File: config.mk
export PLATFORM = sky130hd
export DESIGN_NAME = posit_accum_sched
export DESIGN_NICKNAME = d
export VERILOG_FILES = /design/src/rtl/posit_accum_sched.sv
export SDC_FILE = /design/constraint.sdc
export NUM_CORES = 1
export LEC_CHECK = 0
export BUFFER_PORTS_ARGS = -buffer_cell sky130_fd_sc_hd__clkbuf_2
export CAP_MARGIN = 40
export CORE_MARGIN = 8
export CORE_UTILIZATION = 46
export DETAILED_ROUTE_END_ITERATION = 8
export GPL_TIMING_DRIVEN = 0
export PLACE_DENSITY = 0.87
export SYNTH_ARGS = -nofsm -noshare
export SYNTH_HDL_FRONTEND = slang
export SYNTH_SLANG_ARGS = --single-unit
File: constraint.sdc
create_clock -name clk -period 3.45 [get_ports clk]
set_clock_uncertainty 0.2 [all_clocks]
set_input_delay 0.345 -clock clk [delete_from_list [all_inputs] [get_ports clk]]
set_output_delay 0.345 -clock clk [all_outputs]
set_load 0.005 [all_outputs]
File: src/rtl/posit_accum_sched.sv
// posit_accum_sched: shares one pipelined posit accumulator among NREQ term streams, one context slot per pipeline stage.
// Define POSIT_ACCUM_SCHED_STATS_EN to add the stat_beats/stat_bubbles/stat_sums counters.
module posit_accum_sched #(
  parameter int NBITS = 32,
  parameter int LAT = 8,
  parameter int NREQ = 4,
  localparam int IW = (NREQ > 1) ? $clog2(NREQ) : 1,
  localparam int SW = (LAT > 1) ? $clog2(LAT) : 1
) (
  input  logic                  clk,
  input  logic                  rst_n,
  input  logic [NREQ-1:0]       in_valid,
  input  logic [NREQ*NBITS-1:0] in_data,
  input  logic [NREQ-1:0]       in_last,
  output logic [NREQ-1:0]       in_ready,
  output logic [NBITS-1:0]      acc_in,
  output logic                  acc_start,
  input  logic [NBITS-1:0]      acc_result,
  input  logic                  acc_inf,
  input  logic                  acc_done,
  output logic                  out_valid,
  input  logic                  out_ready,
  output logic [NBITS-1:0]      out_data,
  output logic [IW-1:0]         out_id,
  output logic                  out_inf,
`ifdef POSIT_ACCUM_SCHED_STATS_EN
  output logic [31:0]           stat_beats,
  output logic [31:0]           stat_bubbles,
  output logic [31:0]           stat_sums,
`endif
  output logic                  err_dead
);
  localparam logic [1:0] FREE = 2'd0, BUSY = 2'd1, DRAIN = 2'd2, DEAD = 2'd3;
  logic [SW-1:0] s_q, s_d;
  logic [1:0] st_q [LAT];
  logic [1:0] st_d [LAT];
  logic [IW-1:0] own_q [LAT];
  logic [IW-1:0] own_d [LAT];
  logic [NREQ-1:0] held_q, held_d;
  logic [IW-1:0] rr_q, rr_d;
  logic err_q, err_d;
  logic [NBITS-1:0] cur;
  logic [IW-1:0] ow, gnt, ix;
  logic gnt_v;
  assign acc_start = rst_n;
  assign err_dead = err_q;
  always_comb begin
    cur = acc_done ? acc_result : '0;
    ow = own_q[s_q];
    gnt = '0;
    gnt_v = 1'b0;
    ix = '0;
    // Descending scan so the candidate closest to the round-robin pointer wins
    for (int i = NREQ - 1; i >= 0; i--) begin
      ix = IW'((int'(rr_q) + i) % NREQ);
      if (in_valid[ix] && !held_q[ix]) begin
        gnt = ix;
        gnt_v = 1'b1;
      end
    end
    s_d = (s_q == SW'(LAT - 1)) ? '0 : s_q + 1'b1;
    st_d = st_q;
    own_d = own_q;
    held_d = held_q;
    rr_d = rr_q;
    err_d = err_q;
    acc_in = '0;
    in_ready = '0;
    out_valid = 1'b0;
    out_inf = 1'b0;
    out_data = cur;
    out_id = ow;
    if (rst_n) begin
      case (st_q[s_q])
        FREE: if (gnt_v) begin
          acc_in = in_data[int'(gnt)*NBITS +: NBITS];
          in_ready[gnt] = 1'b1;
          st_d[s_q] = in_last[gnt] ? DRAIN : BUSY;
          own_d[s_q] = gnt;
          held_d[gnt] = 1'b1;
          rr_d = (gnt == IW'(NREQ - 1)) ? '0 : gnt + 1'b1;
        end
        BUSY: if (in_valid[ow]) begin
          acc_in = in_data[int'(ow)*NBITS +: NBITS];
          in_ready[ow] = 1'b1;
          st_d[s_q] = in_last[ow] ? DRAIN : BUSY;
        end
        DRAIN: begin
          out_valid = 1'b1;
          out_inf = acc_inf;
          if (out_ready) begin
            held_d[ow] = 1'b0;
            st_d[s_q] = acc_inf ? DEAD : FREE;
            err_d = err_q | acc_inf;
            // Feeding back the exact negation zeroes the slot's context for its next owner
            acc_in = acc_inf ? '0 : -cur;
          end
        end
        default: ;
      endcase
    end
  end
  always_ff @(posedge clk or negedge rst_n) begin
    if (!rst_n) begin
      s_q <= '0;
      st_q <= '{default: FREE};
      own_q <= '{default: '0};
      held_q <= '0;
      rr_q <= '0;
      err_q <= 1'b0;
    end else begin
      s_q <= s_d;
      st_q <= st_d;
      own_q <= own_d;
      held_q <= held_d;
      rr_q <= rr_d;
      err_q <= err_d;
    end
  end
`ifdef POSIT_ACCUM_SCHED_STATS_EN
  logic [31:0] beats_q, beats_d, bub_q, bub_d, sums_q, sums_d;
  logic bubble;
  always_comb begin
    bubble = rst_n && (((st_q[s_q] == BUSY) && !(|in_ready)) ||
                       ((st_q[s_q] == DRAIN) && !(out_ready && !acc_inf)));
    beats_d = ((|in_ready) && !(&beats_q)) ? beats_q + 32'd1 : beats_q;
    bub_d = (bubble && !(&bub_q)) ? bub_q + 32'd1 : bub_q;
    sums_d = (out_valid && out_ready && !(&sums_q)) ? sums_q + 32'd1 : sums_q;
  end
  always_ff @(posedge clk or negedge rst_n) begin
    if (!rst_n) begin
      beats_q <= '0;
      bub_q <= '0;
      sums_q <= '0;
    end else begin
      beats_q <= beats_d;
      bub_q <= bub_d;
      sums_q <= sums_d;
    end
  end
  assign stat_beats = beats_q;
  assign stat_bubbles = bub_q;
  assign stat_sums = sums_q;
`endif
endmodule

==> results of run 1 <==
[metal layers]
layer / part of all wire [%] / vias to the layer above / GRT usage [%]
li1: - / 3401 / -
met1: 33 / 3906 / 37.1
met2: 49 / 740 / 58.1
met3: 12 / 206 / 5.88
met4: 7.0 / 0 / 21.4
met5: 0 / - / 0
[layout make-up]
class	instances	area [sq um]	share of cell area (%)
sequential	42	1050	11.3
clock buffer	7	143	1.53
tap	176	220	2.36
timing repair buffer	319	1980	21.2
buffer	50	472	5.06
inverter	27	118	1.26
multi-input combinational	603	5340	57.3
clock inverter	1	5.00	0.0536
[through the flow]
stage / instances / area, sq um
2_1_floorplan: 737 / 6060
3_3_place_gp: 1159 / 7510
3_5_place_dp: 1160 / 7530
4_1_cts: 1206 / 8850
5_1_grt: 1225 / 9330
6_report: 1225 / 9330
[logic make-up after synthesis]
family / Yosys count
buffers and inverters: 92
AND/OR/NAND/NOR: 232
XOR/XNOR: 21
multiplexers: 129
flip-flops: 42
adder cells (fa/ha/maj): 11
AO/OA/AOI/OAI: 210
[report_power, final]
group | switching, mW | internal, mW
sequential | 0.189 | 0.717
clock | 0.199 | 0.287
combinational | 3.22 | 2.64
[sequential cells by signal, summed over array words and instances, names as in the netlist]
name      flops
rr_q          2
held_q        4
own_q        16
err_dead      1
st_q         16
s_q           3
[worst max-delay path by stage]
stage | startpoint | slack, ns | endpoint
floorplan | s_q[2] | 0.15 | acc_in[12]
global placement | s_q[2] | -1.04 | acc_in[5]
detailed placement | s_q[2] | -0.97 | acc_in[5]
CTS | s_q[1] | -0.12 | acc_in[5]
global route | s_q[0] | -0.28 | st_q[14]
finish | s_q[2] | -0.22 | acc_in[17]
[repair_timing]
item / 4_1_cts / 5_1_grt
hold endpoints to repair: 13 / 0
resized for setup: 163 / 85
cloned: 7 / 4
hold buffers: 1 / 0
pin swaps: 46 / 30
buffers inserted: 38 / 23
endpoints found under the setup margin: 76 / 74
[worst register-to-register path, cell delays in order, from the launching register on]
cell,delay [ns]
dfrtp_1,0.40
buf_6,0.14
buf_8,0.14
nor3b_4,0.34
a22o_1,0.27
a221oi_4,0.05
and3_4,0.21
buf_4,0.14
ha_4,0.16
buf_4,0.15
clkinvlp_4,0.08
o21ai_0,0.14
a21oi_2,0.29
o211ai_4,0.21
buf_6,0.18
o32a_1,0.34
[cell usage in the layout, fill, tap and decap left out, types with 5 or more instances in the layout]
master	n
buf_4	62
buf_12	9
a32oi_4	13
mux2_2	20
nand3_1	10
o31ai_1	8
and2_1	17
buf_2	16
o21a_1	9
ha_1	7
o21ai_0	26
a21oi_1	59
nor2_1	23
nor2b_1	8
dfrtp_1	42
o32a_1	16
buf_6	12
a32oi_2	18
mux4_2	34
mux2i_1	73
clkbuf_1	9
nand2_1	114
xnor2_1	17
inv_1	22
nand2_2	5
and3_1	8
clkbuf_16	11
a22oi_1	5
clkbuf_2	242
a21oi_2	11
o22ai_2	8
==> flow_summary.ini, run 1 <==
[status]
outcome = finished, violations left
violations = negative setup slack

[clocking]
root_buffer = clkbuf_16
clock_sink_count = 42
clk-insertion-delay-late_ns = 0.29
clk_pin_slew_worst_paths_ns = 0.06
tritoncts = done
clock_path_buffers = 2
clock_tree.htree_level_count = 2
cts_inserted_buffers = 5

[detailed_routing]
starting_drc_count_in_detailed_routing = 1025
totalWireLength_mm = 31.7
dr_total_vias = 8253
vias_per_cell = 6.74
drc = 0
detail_route.wl_per_cell_um = 25.9
detail_route.first_pass.iterations = 6
antenna_violating_nets_post_route = 0

[logic_synthesis]
async_flop_share_pct = 100
synthFlopType = dfrtp_1
register_area_share_after_synthesis_pct = 17.3
netlist.top_cell.by_area = dfrtp_1
largest_family_of_logic_cells_by_synthesized_area = multiplexers
syn-num-nets = 921
post_synth_xor_area_fraction_pct = 3.03
synthAdderAreaFrac_pct = 2.27
post-synth-top-count-cell = nand2_1
syn-mean-instance-area_sq_um = 8.22
synth_simple_gate_area_share_pct = 17.9
synth_enable_flop_cells = 0
ys_top_cells_by_area = dfrtp_1 (17%), mux4_2 (13%), mux2i_1 (12%)
synthCells = 737
postSynthRegisterBits = 42
yosys.area.top_type_share_pct = 17.3
synth_area_sq_um = 6060
post_synth_mux_area_share_pct = 28.8
synth_top_cells_by_count = nand2_1 (120), mux2i_1 (74), a21oi_1 (69), dfrtp_1 (42), a32oi_1 (35)
ys.warnings.count = 0
yosysUniqueCellTypes = 57
synth-compound-area-share_pct = 23.5

[setup_path]
critical-path-slowest-cell = dfrtp_1
cell_family_with_most_cp_delay = buffers and inverters
timing.reg2reg.setup_slack_ns = -0.10
worst-setup-path-type = register to output pin
cp.depth = 13
endpoint_kind = output pin
crit_top_cell = buf_4
rr_startpoint = s_q[0]
worstPathMaxFanout = 11
cp_data_arrival_time_ns = 3.13
worst_r2r_endpoint = st_q[6]
critical-path-max-stage-delay_ns = 0.40
worst_setup_path_start_kind = register
worst_ep_required_time_ns = 2.90
critical_path_buffer_and_inverter_count = 6
ff_to_ff_path_depth = 15
path_cells = buf_6 > buf_4 > and3_2 > a22oi_1 > and3_4 > buf_4 > ha_4 > nor2b_4 > buf_4 > clkbuf_16 > a32oi_4 > a21oi_2 > clkbuf_2

[hold_path]
hp-class = input pin to register
hold_path.startpoint = out_ready
min_to = err_dead
hold_depth = 2

[sta]
grt_setup_unrepaired = yes
final-setup-viol-count = 58
finalHoldViolations = 0
tightestPinTransition_ns = 0.845
rel_slew_slack_pct = 43.7
slew_violations = 0
final_period_minus_worst_setup_slack_ns = 3.67
timing.hold.ws_ns = 0.144
fin_crit_sh_pct = 106
timing.fmax_mhz = 272
fin_tns_setup_ns = -6.43
post-route-worst-setup-slack_ns = -0.221

[pwr]
power.static_leakage_nw = 4.27
p_per_area_nw_per_um2 = 777
tot_pwr_mw = 7.25
ir_drop_mv = 0.563

[die]
core-area_sq_um = 13000
design.die.area_sq_um = 17100
fp.dieW_um = 131
floorplan.io_pins = 247
die_height_um = 131
row_count = 42
initial_core_util_pct = 46.5

[final_layout]
area_growth_pct = 53.9
n_antenna_cell = 0
layout.filler_cells = 961
drive_gt1_share_pct = 49.9
nNetsFinal = 1232
final_util_pct = 71.6

[global_routing]
track_usage_pct = 33.4
first_pass_grt_wire_length_mm = 44.0
global_route.overflow_total = 0
first_global_vias = 8035
antenna_found_initial = 0
grt_start_max_net_pins = 38

[run]
cap_viol_max_count = 0

[placement]
place_hpwl_mm = 21.5
pre_cts_ws_ns = -0.969
gpl.final_weighted_congestion = 1.00
portBuffers = 246
Note: power is estimated with default switching activity, not from simulation.
==> run 2: changes to the inputs <==
- TNS_END_PERCENT: unset -> 10
==> run 2 against run 1 <==
  * Non-clock buffer count fell by 17
  * Register-to-register slack improved by 0.02 ns
  * Worst hold slack improved by 0.012 ns
  * Combinational power fell by 9.0%
  * Largest power group unchanged
  * First-iteration DRC count barely moved
  * The flow still finishes with violations (negative setup slack)
  * Highest routed layer unchanged
  * Core utilization fell by 2.7 points
==> flow_summary.ini, run 2 (same netlist as run 1, synthesis figures left out) <==
[status]
outcome = finished, violations left
violations = negative setup slack

[setup_path]
endpoint_kind = output pin
cp_data_arrival_time_ns = 3.11
critical_path_buffer_and_inverter_count = 5
worst_setup_path_start_kind = register
cell_family_with_most_cp_delay = simple AND/OR/NAND/NOR gates
timing.reg2reg.setup_slack_ns = -0.08
startpoint = s_q[0]
critical-path-max-stage-delay_ns = 0.41
worst-setup-path-type = register to output pin
worst_r2r_endpoint = own_q[5]
path_cells = buf_6 > buf_16 > and3b_2 > a22oi_1 > and3_4 > inv_4 > ha_4 > nand2b_4 > or3_4 > clkbuf_16 > o22ai_4 > clkbuf_2
cp.depth = 12
ff_to_ff_path_depth = 13
worst_ep_required_time_ns = 2.90
cp-endpoint = acc_in[23]
critical-path-slowest-cell = or3_4
rr_startpoint = s_q[0]
worstPathMaxFanout = 11

[final_layout]
area_growth_pct = 48.0
reg.largest.list = own_q (16), st_q (16), held_q (4)
layout.filler_cells = 1009
nNetsFinal = 1215
drive_gt1_share_pct = 47.7
mostFrequentLayoutCell = clkbuf_2
layout.cells.most_common_list = clkbuf_2 (241), nand2_1 (118), mux2i_1 (71)
n_antenna_cell = 0

[placement]
place_hpwl_mm = 21.5
portBuffers = 246
gpl.final_weighted_congestion = 1.00

[detailed_routing]
starting_drc_count_in_detailed_routing = 1026
detail_route.first_pass.iterations = 6
highest_metal_layer_with_signal_wires = met4
antenna_violating_nets_post_route = 0
vias_per_cell = 6.63
dr_total_vias = 8015
met2_length_mm = 14.8
totalWireLength_mm = 30.4
drc = 0
detail_route.wl_per_cell_um = 25.2
m1WireLength_mm = 10.4
route.met3.wl_mm = 3.11

[clocking]
root_buffer = clkbuf_16
clk_pin_slew_worst_paths_ns = 0.07
cts_inserted_buffers = 5
clk-insertion-delay-late_ns = 0.30
tritoncts = done
clock_path_buffers = 2
clock_sink_count = 42
clock_tree.htree_level_count = 2

[global_routing]
global_route.overflow_total = 0
first_global_vias = 8182
antenna_found_initial = 0
grt_start_max_net_pins = 38
first_pass_grt_wire_length_mm = 44.3
track_usage_pct = 33.7

[die]
fp.dieW_um = 131
die_height_um = 131
core-area_sq_um = 13000
design.die.area_sq_um = 17100
row_count = 42
floorplan.io_pins = 247
initial_core_util_pct = 46.5

[sta]
post-route-worst-setup-slack_ns = -0.209
rel_slew_slack_pct = 50.1
finalHoldViolations = 0
slew_violations = 0
final_period_minus_worst_setup_slack_ns = 3.66
timing.fmax_mhz = 273
tightestPinTransition_ns = 0.739
final-setup-viol-count = 50
timing.hold.ws_ns = 0.156
fin_tns_setup_ns = -4.77
grt_setup_unrepaired = yes
fin_crit_sh_pct = 106

[pwr]
ir_drop_mv = 0.553
p_per_area_nw_per_um2 = 751
power.static_leakage_nw = 4.11

[hold_path]
hp-class = input pin to register
hold_depth = 2
hold_path.startpoint = out_ready

[run]
cap_viol_max_count = 0
-- run 2: cell types whose count changed in the layout (fill, tap and decap cells not counted), moves of 4 or more --
cell / previous run / this run
a32oi_4: 13 / 9
a21oi_1: 59 / 55
clkbuf_8: 4 / 8
buf_2: 16 / 22
nand2_2: 5 / 1
buf_4: 62 / 45
nand2_1: 114 / 118
a32oi_1: 4 / 12
a32oi_2: 18 / 14
buf_12: 9 / 4
-- run 2: worst min-delay path by stage --
stage	end	slack (ns)
3_5_place_dp	err_dead	0.09
3_3_place_gp	err_dead	0.24
2_1_floorplan	err_dead	-0.15
5_1_grt	err_dead	0.17
4_1_cts	err_dead	0.15
6_report	err_dead	0.16
-- run 2: power by group --
group / leakage [nW] / internal [mW] / switching (mW)
combinational: 3.52 / 2.32 / 3.01
clock: 0.0739 / 0.288 / 0.204
sequential: 0.513 / 0.717 / 0.199
total: 4.11 / 3.33 / 3.41
-- run 2: metrics by stage --
step / total power [mW] / setup WS (ns) / utilization (%) / instances / cell area (sq um)
finish: 6.74 / -0.209 / 68.8 / 1208 / 8970
CTS: 6.13 / -0.126 / 66.3 / 1201 / 8650
global route: 7.05 / -0.332 / 68.8 / 1208 / 8970
floorplan: 3.73 / 0.149 / - / 737 / 6060
detailed placement: 4.96 / -0.969 / 57.8 / 1160 / 7530
global placement: 4.88 / -1.04 / 57.6 / 1159 / 7510
-- run 2: repair_timing --
item / CTS / global route
resized for setup: 142 / 78
cloned: 5 / 1
hold endpoints to repair: 13 / 0
setup buffers: 33 / 10
setup endpoints to repair: 76 / 72
hold buffers: 1 / 0
pin swaps: 39 / 29
-- run 2: routing by layer --
metal,global-route usage [%],vias to the layer above
li1,-,3373
met3,7.79,195
met5,0,-
met1,36.1,3788
met2,58.7,659
met4,21.5,0
-- run 2: layout make-up --
class / instances / area, sq um / share of cell area, %
Clock buffer: 7 / 143 / 1.59
Clock inverter: 1 / 5.00 / 0.0558
Multi-Input combinational cell: 603 / 5240 / 58.4
Inverter: 27 / 115 / 1.28
Timing Repair Buffer: 297 / 1690 / 18.8
Tap cell: 176 / 220 / 2.45
Buffer: 55 / 509 / 5.68
Sequential cell: 42 / 1050 / 11.7
-- run 2: worst reg2reg max path: stages, from the launching register on --
cell,delay [ns]
dfrtp_1,0.39
buf_6,0.14
buf_16,0.13
and3b_2,0.29
a22oi_1,0.28
and3_4,0.27
ha_4,0.18
nor2b_1,0.16
clkbuf_8,0.20
buf_4,0.14
and2_1,0.16
clkbuf_1,0.38
nand2_1,0.18
mux2_2,0.31
